===== config.mk =====
export PLATFORM = sky130hd
export DESIGN_NAME = ghr_ckpt
export DESIGN_NICKNAME = d
export VERILOG_FILES = /design/src/rtl/ghr_ckpt_pkg.sv /design/src/rtl/ghr_ckpt_ram.sv /design/src/rtl/ghr_ckpt.sv
export SDC_FILE = /design/constraint.sdc
export NUM_CORES = 1
export LEC_CHECK = 0
export ABC_AREA = 1
export BUFFER_PORTS_ARGS = -buffer_cell sky130_fd_sc_hd__buf_2
export CORE_MARGIN = 3
export CORE_UTILIZATION = 45
export DETAILED_ROUTE_END_ITERATION = 8
export PLACE_DENSITY = 0.72
export SLEW_MARGIN = 10
export SYNTH_ARGS = -nofsm -noshare
export SYNTH_HDL_FRONTEND = slang
export SYNTH_HIERARCHICAL = 1
export SYNTH_SLANG_ARGS = --single-unit

===== constraint.sdc =====
create_clock -name clk -period 2.17 [get_ports clk]
set_input_delay 0.434 -clock clk [delete_from_list [all_inputs] [get_ports clk]]
set_output_delay 0.434 -clock clk [all_outputs]
set_load 0.01 [all_outputs]

===== src/rtl/ghr_ckpt_pkg.sv =====
// Shared definitions for the speculative global history checkpoint block.
package ghr_ckpt_pkg;

  // Default history length and checkpoint ring depth for the branch predictor.
  localparam int GHR_WIDTH_DEF      = 5;
  localparam int GHR_CKPT_DEPTH_DEF = 8;

  // Which update drives the speculative history in a given cycle.
  // Flush outranks recover, and recover outranks a new prediction.
  typedef enum logic [1:0] {
    OP_IDLE    = 2'd0,
    OP_PRED    = 2'd1,
    OP_RECOVER = 2'd2,
    OP_FLUSH   = 2'd3
  } spec_op_e;

endpackage


===== src/rtl/ghr_ckpt_ram.sv =====
// Checkpoint storage: one synchronous write port, one asynchronous read port.
// Contents are not reset; a slot is only read after it has been written.
module ghr_ckpt_ram #(
  parameter int WIDTH    = 5,
  parameter int DEPTH    = 8,
  parameter int ID_WIDTH = $clog2(DEPTH)
) (
  input  logic                clk,
  input  logic                wr_en,
  input  logic [ID_WIDTH-1:0] wr_addr,
  input  logic [WIDTH-1:0]    wr_data,
  input  logic [ID_WIDTH-1:0] rd_addr,
  output logic [WIDTH-1:0]    rd_data
);

  logic [WIDTH-1:0] mem [DEPTH];

  // Capture the pre-shift history of an accepted branch.
  always_ff @(posedge clk) begin
    if (wr_en) begin
      mem[wr_addr] <= wr_data;
    end
  end

  // Recovery reads the checkpoint in the same cycle the id is presented.
  always_comb begin
    rd_data = mem[rd_addr];
  end

endmodule


===== src/rtl/ghr_ckpt.sv =====
// Speculative GHR with per-branch checkpoints, single-cycle misprediction
// repair, in-order architectural GHR and full-flush restore.
module ghr_ckpt
  import ghr_ckpt_pkg::*;
#(
  parameter int GHR_WIDTH     = GHR_WIDTH_DEF,
  parameter int CKPT_DEPTH    = GHR_CKPT_DEPTH_DEF,
  parameter int CKPT_ID_WIDTH = $clog2(CKPT_DEPTH)
) (
  input  logic                     clk,
  input  logic                     rst,
  input  logic                     pred_valid,
  input  logic                     pred_taken,
  output logic                     pred_ready,
  output logic [CKPT_ID_WIDTH-1:0] pred_id,
  input  logic                     recover_valid,
  input  logic [CKPT_ID_WIDTH-1:0] recover_id,
  input  logic                     recover_taken,
  input  logic                     commit_valid,
  input  logic                     commit_taken,
  input  logic                     flush_valid,
  output logic [GHR_WIDTH-1:0]     ghr_out,
  output logic [GHR_WIDTH-1:0]     arch_ghr_out,
  output logic [CKPT_ID_WIDTH:0]   count,
  output logic                     full,
  output logic                     empty
);

  localparam int CNT_W = CKPT_ID_WIDTH + 1;

  logic [GHR_WIDTH-1:0]     ghr_q, ghr_d;
  logic [GHR_WIDTH-1:0]     arch_ghr_q, arch_ghr_d;
  logic [CKPT_ID_WIDTH-1:0] head_q, head_d;
  logic [CKPT_ID_WIDTH-1:0] tail_q, tail_d;
  logic [CNT_W-1:0]         count_q, count_d;

  logic                     pred_fire;
  spec_op_e                 op;
  logic [GHR_WIDTH-1:0]     ckpt_rd_data;
  logic [CKPT_ID_WIDTH-1:0] rec_off;
  logic [CNT_W-1:0]         rec_span;

  // Status flags come only from registered state, so commit never opens a
  // combinational path into pred_ready.
  always_comb begin
    full       = (count_q == CNT_W'(CKPT_DEPTH));
    empty      = (count_q == '0);
    pred_ready = !full && !recover_valid && !flush_valid;
    pred_fire  = pred_valid && pred_ready;
    pred_id    = tail_q;
    ghr_out      = ghr_q;
    arch_ghr_out = arch_ghr_q;
    count        = count_q;
  end

  // Pick the single speculative-history update for this cycle.
  always_comb begin
    op = OP_IDLE;
    if (flush_valid) begin
      op = OP_FLUSH;
    end else if (recover_valid) begin
      op = OP_RECOVER;
    end else if (pred_fire) begin
      op = OP_PRED;
    end
  end

  // Live entries from head up to and including the mispredicted branch;
  // ranges 1..CKPT_DEPTH so a ring that stays full is still counted right.
  always_comb begin
    rec_off  = recover_id - head_q;
    rec_span = {1'b0, rec_off} + CNT_W'(1);
  end

  ghr_ckpt_ram #(
    .WIDTH    (GHR_WIDTH),
    .DEPTH    (CKPT_DEPTH),
    .ID_WIDTH (CKPT_ID_WIDTH)
  ) u_ram (
    .clk     (clk),
    .wr_en   (pred_fire && rst),
    .wr_addr (tail_q),
    .wr_data (ghr_q),
    .rd_addr (recover_id),
    .rd_data (ckpt_rd_data)
  );

  // Next-state for both histories, ring pointers and occupancy; commit
  // always applies alongside whichever speculative update wins.
  always_comb begin
    arch_ghr_d = commit_valid ? {arch_ghr_q[GHR_WIDTH-2:0], commit_taken} : arch_ghr_q;
    head_d     = head_q + CKPT_ID_WIDTH'(commit_valid);
    ghr_d      = ghr_q;
    tail_d     = tail_q;
    count_d    = count_q - CNT_W'(commit_valid);
    case (op)
      OP_FLUSH: begin
        ghr_d   = arch_ghr_d;
        head_d  = '0;
        tail_d  = '0;
        count_d = '0;
      end
      OP_RECOVER: begin
        ghr_d   = (ckpt_rd_data << 1) | {{(GHR_WIDTH-1){1'b0}}, recover_taken};
        tail_d  = recover_id + CKPT_ID_WIDTH'(1);
        count_d = rec_span - CNT_W'(commit_valid);
      end
      OP_PRED: begin
        ghr_d   = {ghr_q[GHR_WIDTH-2:0], pred_taken};
        tail_d  = tail_q + CKPT_ID_WIDTH'(1);
        count_d = count_q + CNT_W'(1) - CNT_W'(commit_valid);
      end
      default: begin
      end
    endcase
  end

  // State registers; reset drops every in-flight checkpoint.
  always_ff @(posedge clk) begin
    if (!rst) begin
      ghr_q      <= '0;
      arch_ghr_q <= '0;
      head_q     <= '0;
      tail_q     <= '0;
      count_q    <= '0;
    end else begin
      ghr_q      <= ghr_d;
      arch_ghr_q <= arch_ghr_d;
      head_q     <= head_d;
      tail_q     <= tail_d;
      count_q    <= count_d;
    end
  end

endmodule

**Word-level counts from Yosys, hierarchy flattened**

Memory sizes are Yosys's and may differ from the RTL's.
Cells that the tools add are included.
W data, S select, Z words.

- Multiplexer cells: 9
- Eq/ne operators: 4
- Reductions and logical operators: 10
- $add $sub $neg: 9
- Bitwise operators: 2

Operator list:

| cell | number |
|---|---|
| $pmux W5 S3 | 1 |
| $pmux W4 S3 | 1 |
| $sub A4 B1 Y4 | 3 |
| $pmux W3 S3 | 1 |
| $add A3 B1 Y3 const B | 2 |
| $mux W5 | 1 |
| $or A5 B1 Y5 | 1 |
| $add A3 B1 Y4 const B | 1 |
| $add A4 B1 Y4 const B | 1 |
| $eq A2 B2 Y1 const B | 2 |
| $eq A4 B4 Y1 const B | 1 |
| $logic_and A1 B1 Y1 | 4 |
| $logic_not A4 Y1 | 1 |
| $mux W2 | 2 |
| $add A3 B1 Y3 | 1 |
| $logic_not A1 Y1 | 3 |
| $mux W1 | 3 |
| $reduce_bool A3 Y1 | 1 |
| $sub A3 B3 Y3 | 1 |
| $eq A2 B1 Y1 const B | 1 |
| $reduce_or A2 Y1 | 1 |
| $not A1 Y1 | 1 |

- Input port bits: 12
- Register bits after elaboration: 20
- Output and inout port bits: 20
- Memories: 1
- Memory bits (writable): 40

Memories:

| name | words | width | read ports | clocked after Yosys merged registers in | write ports | line | source |
|---|---|---|---|---|---|---|---|
| u_ram.mem | 8 | 5 | 1 | 0 | 1 | ghr_ckpt_ram.sv:16 | `logic [WIDTH-1:0] mem [DEPTH];` |

**Longest topological paths before layout**

Gate-level depths: netlist of the first run.

- Depth after elaboration: 10
- Mapped depth: 12
- Gate-level depth less buffers: 11

**Hierarchy**

The synthesis of the first run kept the hierarchy.

By module, submodules not included:

| module | area an instance (um^2) | times used | cells an instance |
|---|---|---|---|
| ghr_ckpt_ram | 1813.0 | 1 | 190 |
| ghr_ckpt | 1275.0 | 1 | 156 |

**Worst setup path after synthesis of the first run**

No wires, ideal clock.

- Kind: input-to-reg
- Start: input port recover_id[0]
- End: register count_q[2] (netlist: count[2])
- Slack: 0.245 ns
- Setup time: 0.128 ns
- Data arrival time: 1.797 ns
- Stages: 10
- Cells stage by stage: inv_1 ha_1 inv_1 fa_1 ha_1 ha_1 nand2_1 o21ai_1 a21oi_1 nor2_1

- Longest elaborated chain between the ends: 4

RTL lines:

| element | line | source |
|---|---|---|
| start, declared | ghr_ckpt.sv:17 | `input logic [CKPT_ID_WIDTH-1:0] recover_id,` |
| $sub A3 B3 Y3 | ghr_ckpt.sv:71 | `rec_off = recover_id - head_q;` |
| $add A3 B1 Y4 | ghr_ckpt.sv:72 | `rec_span = {1'b0, rec_off} + CNT_W'(1);` |
| $sub A4 B1 Y4 | ghr_ckpt.sv:106 | `count_d = rec_span - CNT_W'(commit_valid);` |
| $pmux W4 S3 | ghr_ckpt.sv:96 | `case (op)` |
| end signal, assigned | ghr_ckpt.sv:131 | `count_q <= count_d;` |
| end, declared | ghr_ckpt.sv:35 | `logic [CNT_W-1:0] count_q, count_d;` |

No other way between the ends.
A chain may end at the register's enable or synchronous reset.

**Worst setup path in the final report of the first run**

- Start: register count_q[2] (netlist: count[2])
- End: output port pred_ready

- Longest elaborated chain between the ends: 4

RTL lines:

| element | line | source |
|---|---|---|
| $eq A4 B4 Y1 | ghr_ckpt.sv:46 | `full = (count_q == CNT_W'(CKPT_DEPTH));` |
| $logic_not A1 Y1 | ghr_ckpt.sv:48 | `pred_ready = !full && !recover_valid && !flush_valid;` |
| $logic_and A1 B1 Y1 (2 in a row) | ghr_ckpt.sv:48 |  |
| end, declared | ghr_ckpt.sv:14 | `output logic pred_ready,` |

No other way between the ends.

==> qor.txt, run 1 <==
Layout area overhead -> 11.4%
Period minus WS final -> 2020 ps
PortBufs -> 31
Worst-margin pin slew -> 554 ps
Crit path from -> count[2]
GRT overflow -> 0
Die Footprint -> 7080 um2
CP max FO -> 7
Max incr delay on CP -> 400 ps
Num ports -> 32
Setup Viol. Count Final -> 0
Final period util -> 0.930
Largest net degree at the start of global routing -> 19
Vias per inst -> 4.99
Nets@finish -> 376
CP Capture Type -> output port
Area after DPL -> 2970 um2
Share of layout cells above drive strength 1 -> 0.174
Finished Cell Area -> 3060 um2
Number of fill cells -> 517
Worst-path clk slew -> 100 ps
Setup Buffers After CTS -> 0
CTS Buffer Depth -> 2
Post-cts sizing count -> 0
Syn nets -> 340
H-tree depth -> 2
CTS Buf Count -> 5
Sink Count -> 52
Core area -> 5710 um2
DIE HEIGHT -> 84.2 um
Clock root buffer master -> clkbuf_8
VDD IR-drop max -> 453 uV
Starting Density -> 0.481
Clk_lat worst skew -> 320 ps
Cell chain of the critical path -> inv_1 -> ha_1 -> nand2_4 -> inv_2 -> nor2_4 -> buf_2
Synth warnings -> 6
Detailed Route Iter0 Violations -> 105
Final WL -> 5720 um
Setup CP Type -> reg2out
Worst path slowest cell -> dfxtp_1
Initial antenna violation count -> 0
RePlAce Congestion -> 0.888
Max Clock Freq -> 0.496 GHz
Core Rows -> 27
Worst Clk Skew -> 13.6 ps
Hold WC Path Type -> in2reg
Pleak -> 1.42 nW
Status -> completed
Max-cap violation count -> 0
CP arrival -> 1580 ps
RSZ-0062 raised after global routing -> false
Slew Limit Fails -> 0
CP required -> 1740 ps
Vias in the first global route -> 2003
R2r startpoint -> count[2]
Post-Synthesis Cells -> 313
Average cell area after synthesis -> 8.78 um2
DR pass1 iterations -> 4
Detail Placement HPWL -> 4210 um
CTS Hold Buffers Added -> 0
Routed wire per std cell -> 13.6 um
Netlist Area Pre-Place -> 2750 um2
Worst hold path startpoint -> pred_taken
Via count -> 2107
CP Launch Type -> flop
Global-route wire length before repair -> 9470 um
TNS Setup -> 0 ps
Detail Route Antenna Nets -> 0
Die width -> 84.2 um
Ant diodes -> 0
Final Hold Vio Count -> 0
DRC -> 0
GRT Overall Usage -> 0.167
Slew Limit Headroom -> 0.631
Critical path's top delay family -> flip-flops
Pwr/cell area -> 640 nW/um2
CTS tree -> built
Crit path buffers/inverters -> 3
[power by group]
group,switching (W),internal [W],total [W]
registers,0.0000195,0.00107,0.00109
clock network,0.000346,0.000236,0.000581
logic,0.000177,0.000107,0.000284
total,0.000542,0.00142,0.00196
[per-stage QoR]
step	utilization	setup WS [ps]	hold WS [ps]	cells	total power, W
detailed placement	0.520	96.2	519	414	0.00140
global placement	0.520	99.7	511	414	0.00140
global route	0.536	76.9	407	422	0.00204
CTS	0.536	162	390	422	0.00197
finish	0.536	153	398	422	0.00196
floorplan	-	245	503	313	0.00130
[cells in the final DEF (no fill, tap or decap), types with 5 or more instances in the layout]
cell type and instances:
buf_2 31, or2_1 5, buf_4 8, ha_1 14, o21ai_0 8, edfxtp_1 32
nor2_1 20, inv_1 56, nand2_1 72, a21oi_1 12, a31oi_1 6, clkbuf_8 5
nand3_1 26, dfxtp_1 20
[flip-flops by register name, summed over array words and instances, names as in the netlist]
signal	count
ghr_out	5
arch_ghr_out	5
u_ram/mem	32
count	4
pred_id	3
head_q	3
[area by class of cell]
type | instances | area (um2) | share of cell area
Clock buffer | 5 | 68.8 | 0.0225
Clock inverter | 3 | 25.0 | 0.00817
Inverter | 61 | 231 | 0.0756
Multi-Input combinational cell | 190 | 1070 | 0.350
Sequential cell | 52 | 1360 | 0.444
Tap cell | 72 | 90.1 | 0.0294
Timing Repair Buffer | 39 | 215 | 0.0703
[path summary, 6_finish.rpt]
| kind | end | slack (ps) | cells after the start |
|---|---|---|---|
| min reg2reg | pred_id[0] | 530 | 2 |
| max | pred_ready | 150 | 6 |
| max reg2reg | u_ram/mem[6][0] | 200 | 7 |
| min | ghr_out[0] | 400 | 3 |
[per-layer routing]
metal / vias up / GRT usage / part of all wire
met5: - / 0 / 0
met4: 0 / 0.0585 / 0.020
met3: 11 / 0.0236 / 0.046
met2: 54 / 0.269 / 0.47
met1: 980 / 0.231 / 0.46
li1: 1062 / - / -
[worst register-to-register path: cells and delay by family (launching register included)]
kind                     cells  cell delay [ps]
AND/OR/NAND/NOR              5              890
flip-flops                   1              400
adder cells (fa/ha/maj)      1              240
buffers and inverters        1              110
Power figures use the tool's default switching activity.
==> inputs of run 2 (changes only) <==
--- a/config.mk
+++ b/config.mk
@@ -10,9 +10,8 @@
 export CORE_MARGIN = 3
 export CORE_UTILIZATION = 45
 export DETAILED_ROUTE_END_ITERATION = 8
-export PLACE_DENSITY = 0.72
+export PLACE_DENSITY = 0.73
 export SLEW_MARGIN = 10
 export SYNTH_ARGS = -nofsm -noshare
 export SYNTH_HDL_FRONTEND = slang
-export SYNTH_HIERARCHICAL = 1
 export SYNTH_SLANG_ARGS = --single-unit
==> run 2 against run 1 <==
Fmax is 3.4% higher; area after synthesis shrank 8.2%; cell count decreased by 11%; via count decreased by 7.7%; routed wire length decreased by 6.2%; synthesized cell count shrank 16%; combinational power down 4%; register-to-register slack improved by 20 ps; clock skew fell by 3.5 ps; first-iteration DRC count is 2.9% higher; flip-flop and latch count unchanged.
==> qor.txt, run 2 <==
Clock root buffer master -> clkbuf_8
Synth warnings -> 0
Slew Limit Fails -> 0
Logic pwr share -> 0.133
Reg with most FFs -> u_ram.mem
Average cell area after synthesis -> 9.56 um2
H-tree depth -> 2
Core area -> 5270 um2
Syn nets -> 291
Netlist Area Pre-Place -> 2520 um2
CP max FO -> 9
CP Launch Type -> flop
Worst Clk Skew -> 10.2 ps
Sink Count -> 52
Die Footprint -> 6540 um2
Share of layout cells above drive strength 1 -> 0.210
Leading cell type in the layout, fill and taps excluded -> nor2_1
Layout area overhead -> 16.1%
Vias in the first global route -> 1845
Post-synth top cells -> 52 x nor2_1, 32 x edfxtp_1, 30 x nand2_1
DIE HEIGHT -> 80.9 um
Worst-margin pin slew -> 413 ps
Max Clock Freq -> 0.513 GHz
Post-Synthesis Cells -> 264
Int Pwr -> 0.00156 W
Most frequent cells in the layout -> 52 x nor2_1, 32 x edfxtp_1, 31 x buf_2
Ant diodes -> 0
Clk_lat worst skew -> 300 ps
Period minus WS final -> 1950 ps
DRC -> 0
PortBufs -> 31
Max-cap violation count -> 0
Final WL -> 5370 um
Sw Share -> 0.242
Sequential fraction of the synthesis area -> 0.539
Synth Flop Type -> edfxtp_1
Hold WC Path Type -> in2reg
Setup Buffers After CTS -> 0
Post-cts sizing count -> 0
Slew Limit Headroom -> 0.724
Max reg flops -> 32
CP required -> 2140 ps
Area contributors post-synth -> edfxtp_1 38%, dfxtp_1 16%, nor2_1 7.7%
Initial antenna violation count -> 0
Pleak -> 1.23 nW
VDD IR-drop max -> 518 uV
GRT overflow -> 0
Core Rows -> 26
Final Hold Vio Count -> 0
Vias per inst -> 5.19
CTS Buffer Depth -> 2
Top-area cell type share of the netlist area -> 0.381
Hold_ws -> 410 ps
Setup CP Type -> reg2reg
Post-synth cell types -> 32
Die width -> 80.9 um
Pwr/cell area -> 702 nW/um2
EDFF count, synth -> 32
Clk pwr share -> 0.329
CTS Buf Count -> 5
Post-synth top area cell -> edfxtp_1
Status -> completed
Routed wire per std cell -> 14.3 um
Switching power -> 0.000499 W
Detailed Route Iter0 Violations -> 108
CTS Hold Buffers Added -> 0
Nets@finish -> 331
Detail Route Antenna Nets -> 0
#FFs+latches synth -> 52
Footprint of the multi-input gates -> 1020 um2
Reg power frac -> 0.538
Detail Placement HPWL -> 3970 um
Setup Viol. Count Final -> 0
CP Capture Type -> flop
DR pass1 iterations -> 4
Storage element area -> 1360 um2
Asr flop ratio synth -> 0
Global-route wire length before repair -> 8960 um
Via count -> 1945
Worst-path clk slew -> 90 ps
Most frequent cell after synthesis -> nor2_1
RSZ-0062 raised after global routing -> false
CTS tree -> built
GRT Overall Usage -> 0.180
TNS Setup -> 0 ps
Number of fill cells -> 482
RePlAce Congestion -> 0.798
Num ports -> 32
Final period util -> 0.899
Largest net degree at the start of global routing -> 18
Starting Density -> 0.479
CP arrival -> 1920 ps
[run 2: changes by cell type in the layout (fill, tap and decap cells not counted), moves of 7 or more]
cell	before	now
nand2_1	72	30
inv_1	56	20
nor2_1	20	52
nand3_1	26	10
o21ai_0	8	23
o211ai_1	1	8
[run 2: kinds of logic after synthesis]
group	Yosys count	synth area share
adder cells (fa/ha/maj)	15	0.0773
AO/OA/AOI/OAI	46	0.101
XOR/XNOR	6	0.0208
AND/OR/NAND/NOR	108	0.188
multiplexers	3	0.0119
flip-flops	52	0.539
buffers and inverters	34	0.0620
[run 2: per-stage QoR]
step / cells / power, W / cell area, um2 / worst slack (ps) / util
2_1_floorplan: 264 / 0.00130 / 2550 / 2.39 / -
6_report: 375 / 0.00206 / 2930 / 220 / 0.556
4_1_cts: 375 / 0.00207 / 2930 / 229 / 0.556
5_1_grt: 375 / 0.00214 / 2930 / 29.6 / 0.556
3_3_place_gp: 367 / 0.00140 / 2810 / 65.0 / 0.533
3_5_place_dp: 367 / 0.00140 / 2810 / 51.7 / 0.533
[run 2: path summary, 6_finish.rpt]
kind	startpoint	endpoint	slack [ps]	depth (start not counted)
max	count[2]	u_ram.mem[4][1]	220	7
min reg2reg	pred_id[1]	pred_id[1]	510	2
max reg2reg	count[2]	u_ram.mem[4][1]	220	7
min	commit_taken	arch_ghr_out[0]	410	3
[run 2: cell type report]
class | count | area share
Tap cell | 70 | 0.0299
Clock inverter | 2 | 0.0132
Inverter | 24 | 0.0316
Multi-Input combinational cell | 178 | 0.349
Timing Repair Buffer | 43 | 0.0837
Sequential cell | 52 | 0.465
Clock buffer | 6 | 0.0282
[run 2: layer usage]
layer  routed length (um)  GRT usage  part of all wire  vias to the layer above
met1                 2460      0.256              0.46                      904
met5                    0          0                 0                        -
met2                 2420      0.278              0.45                       65
met4                  103     0.0625             0.019                        0
li1                     -          -                 -                      966
met3                  382     0.0288             0.071                       10
[run 2: power by group through the flow]
stage               registers, W  logic (W)  clock network (W)
floorplan                0.00114   0.000164                  0
global placement         0.00113   0.000268                  0
detailed placement       0.00113   0.000273                  0
CTS                      0.00111   0.000275           0.000686
global route             0.00111   0.000311           0.000721
finish                   0.00111   0.000273           0.000678
[run 2: critical path, stage by stage (launching register included)]
cell     delay [ps]
dfxtp_1         410
inv_1           110
ha_1            210
nand2_2         120
nand3_4         140
inv_2           180
nand2_1         130
nor2_1          310
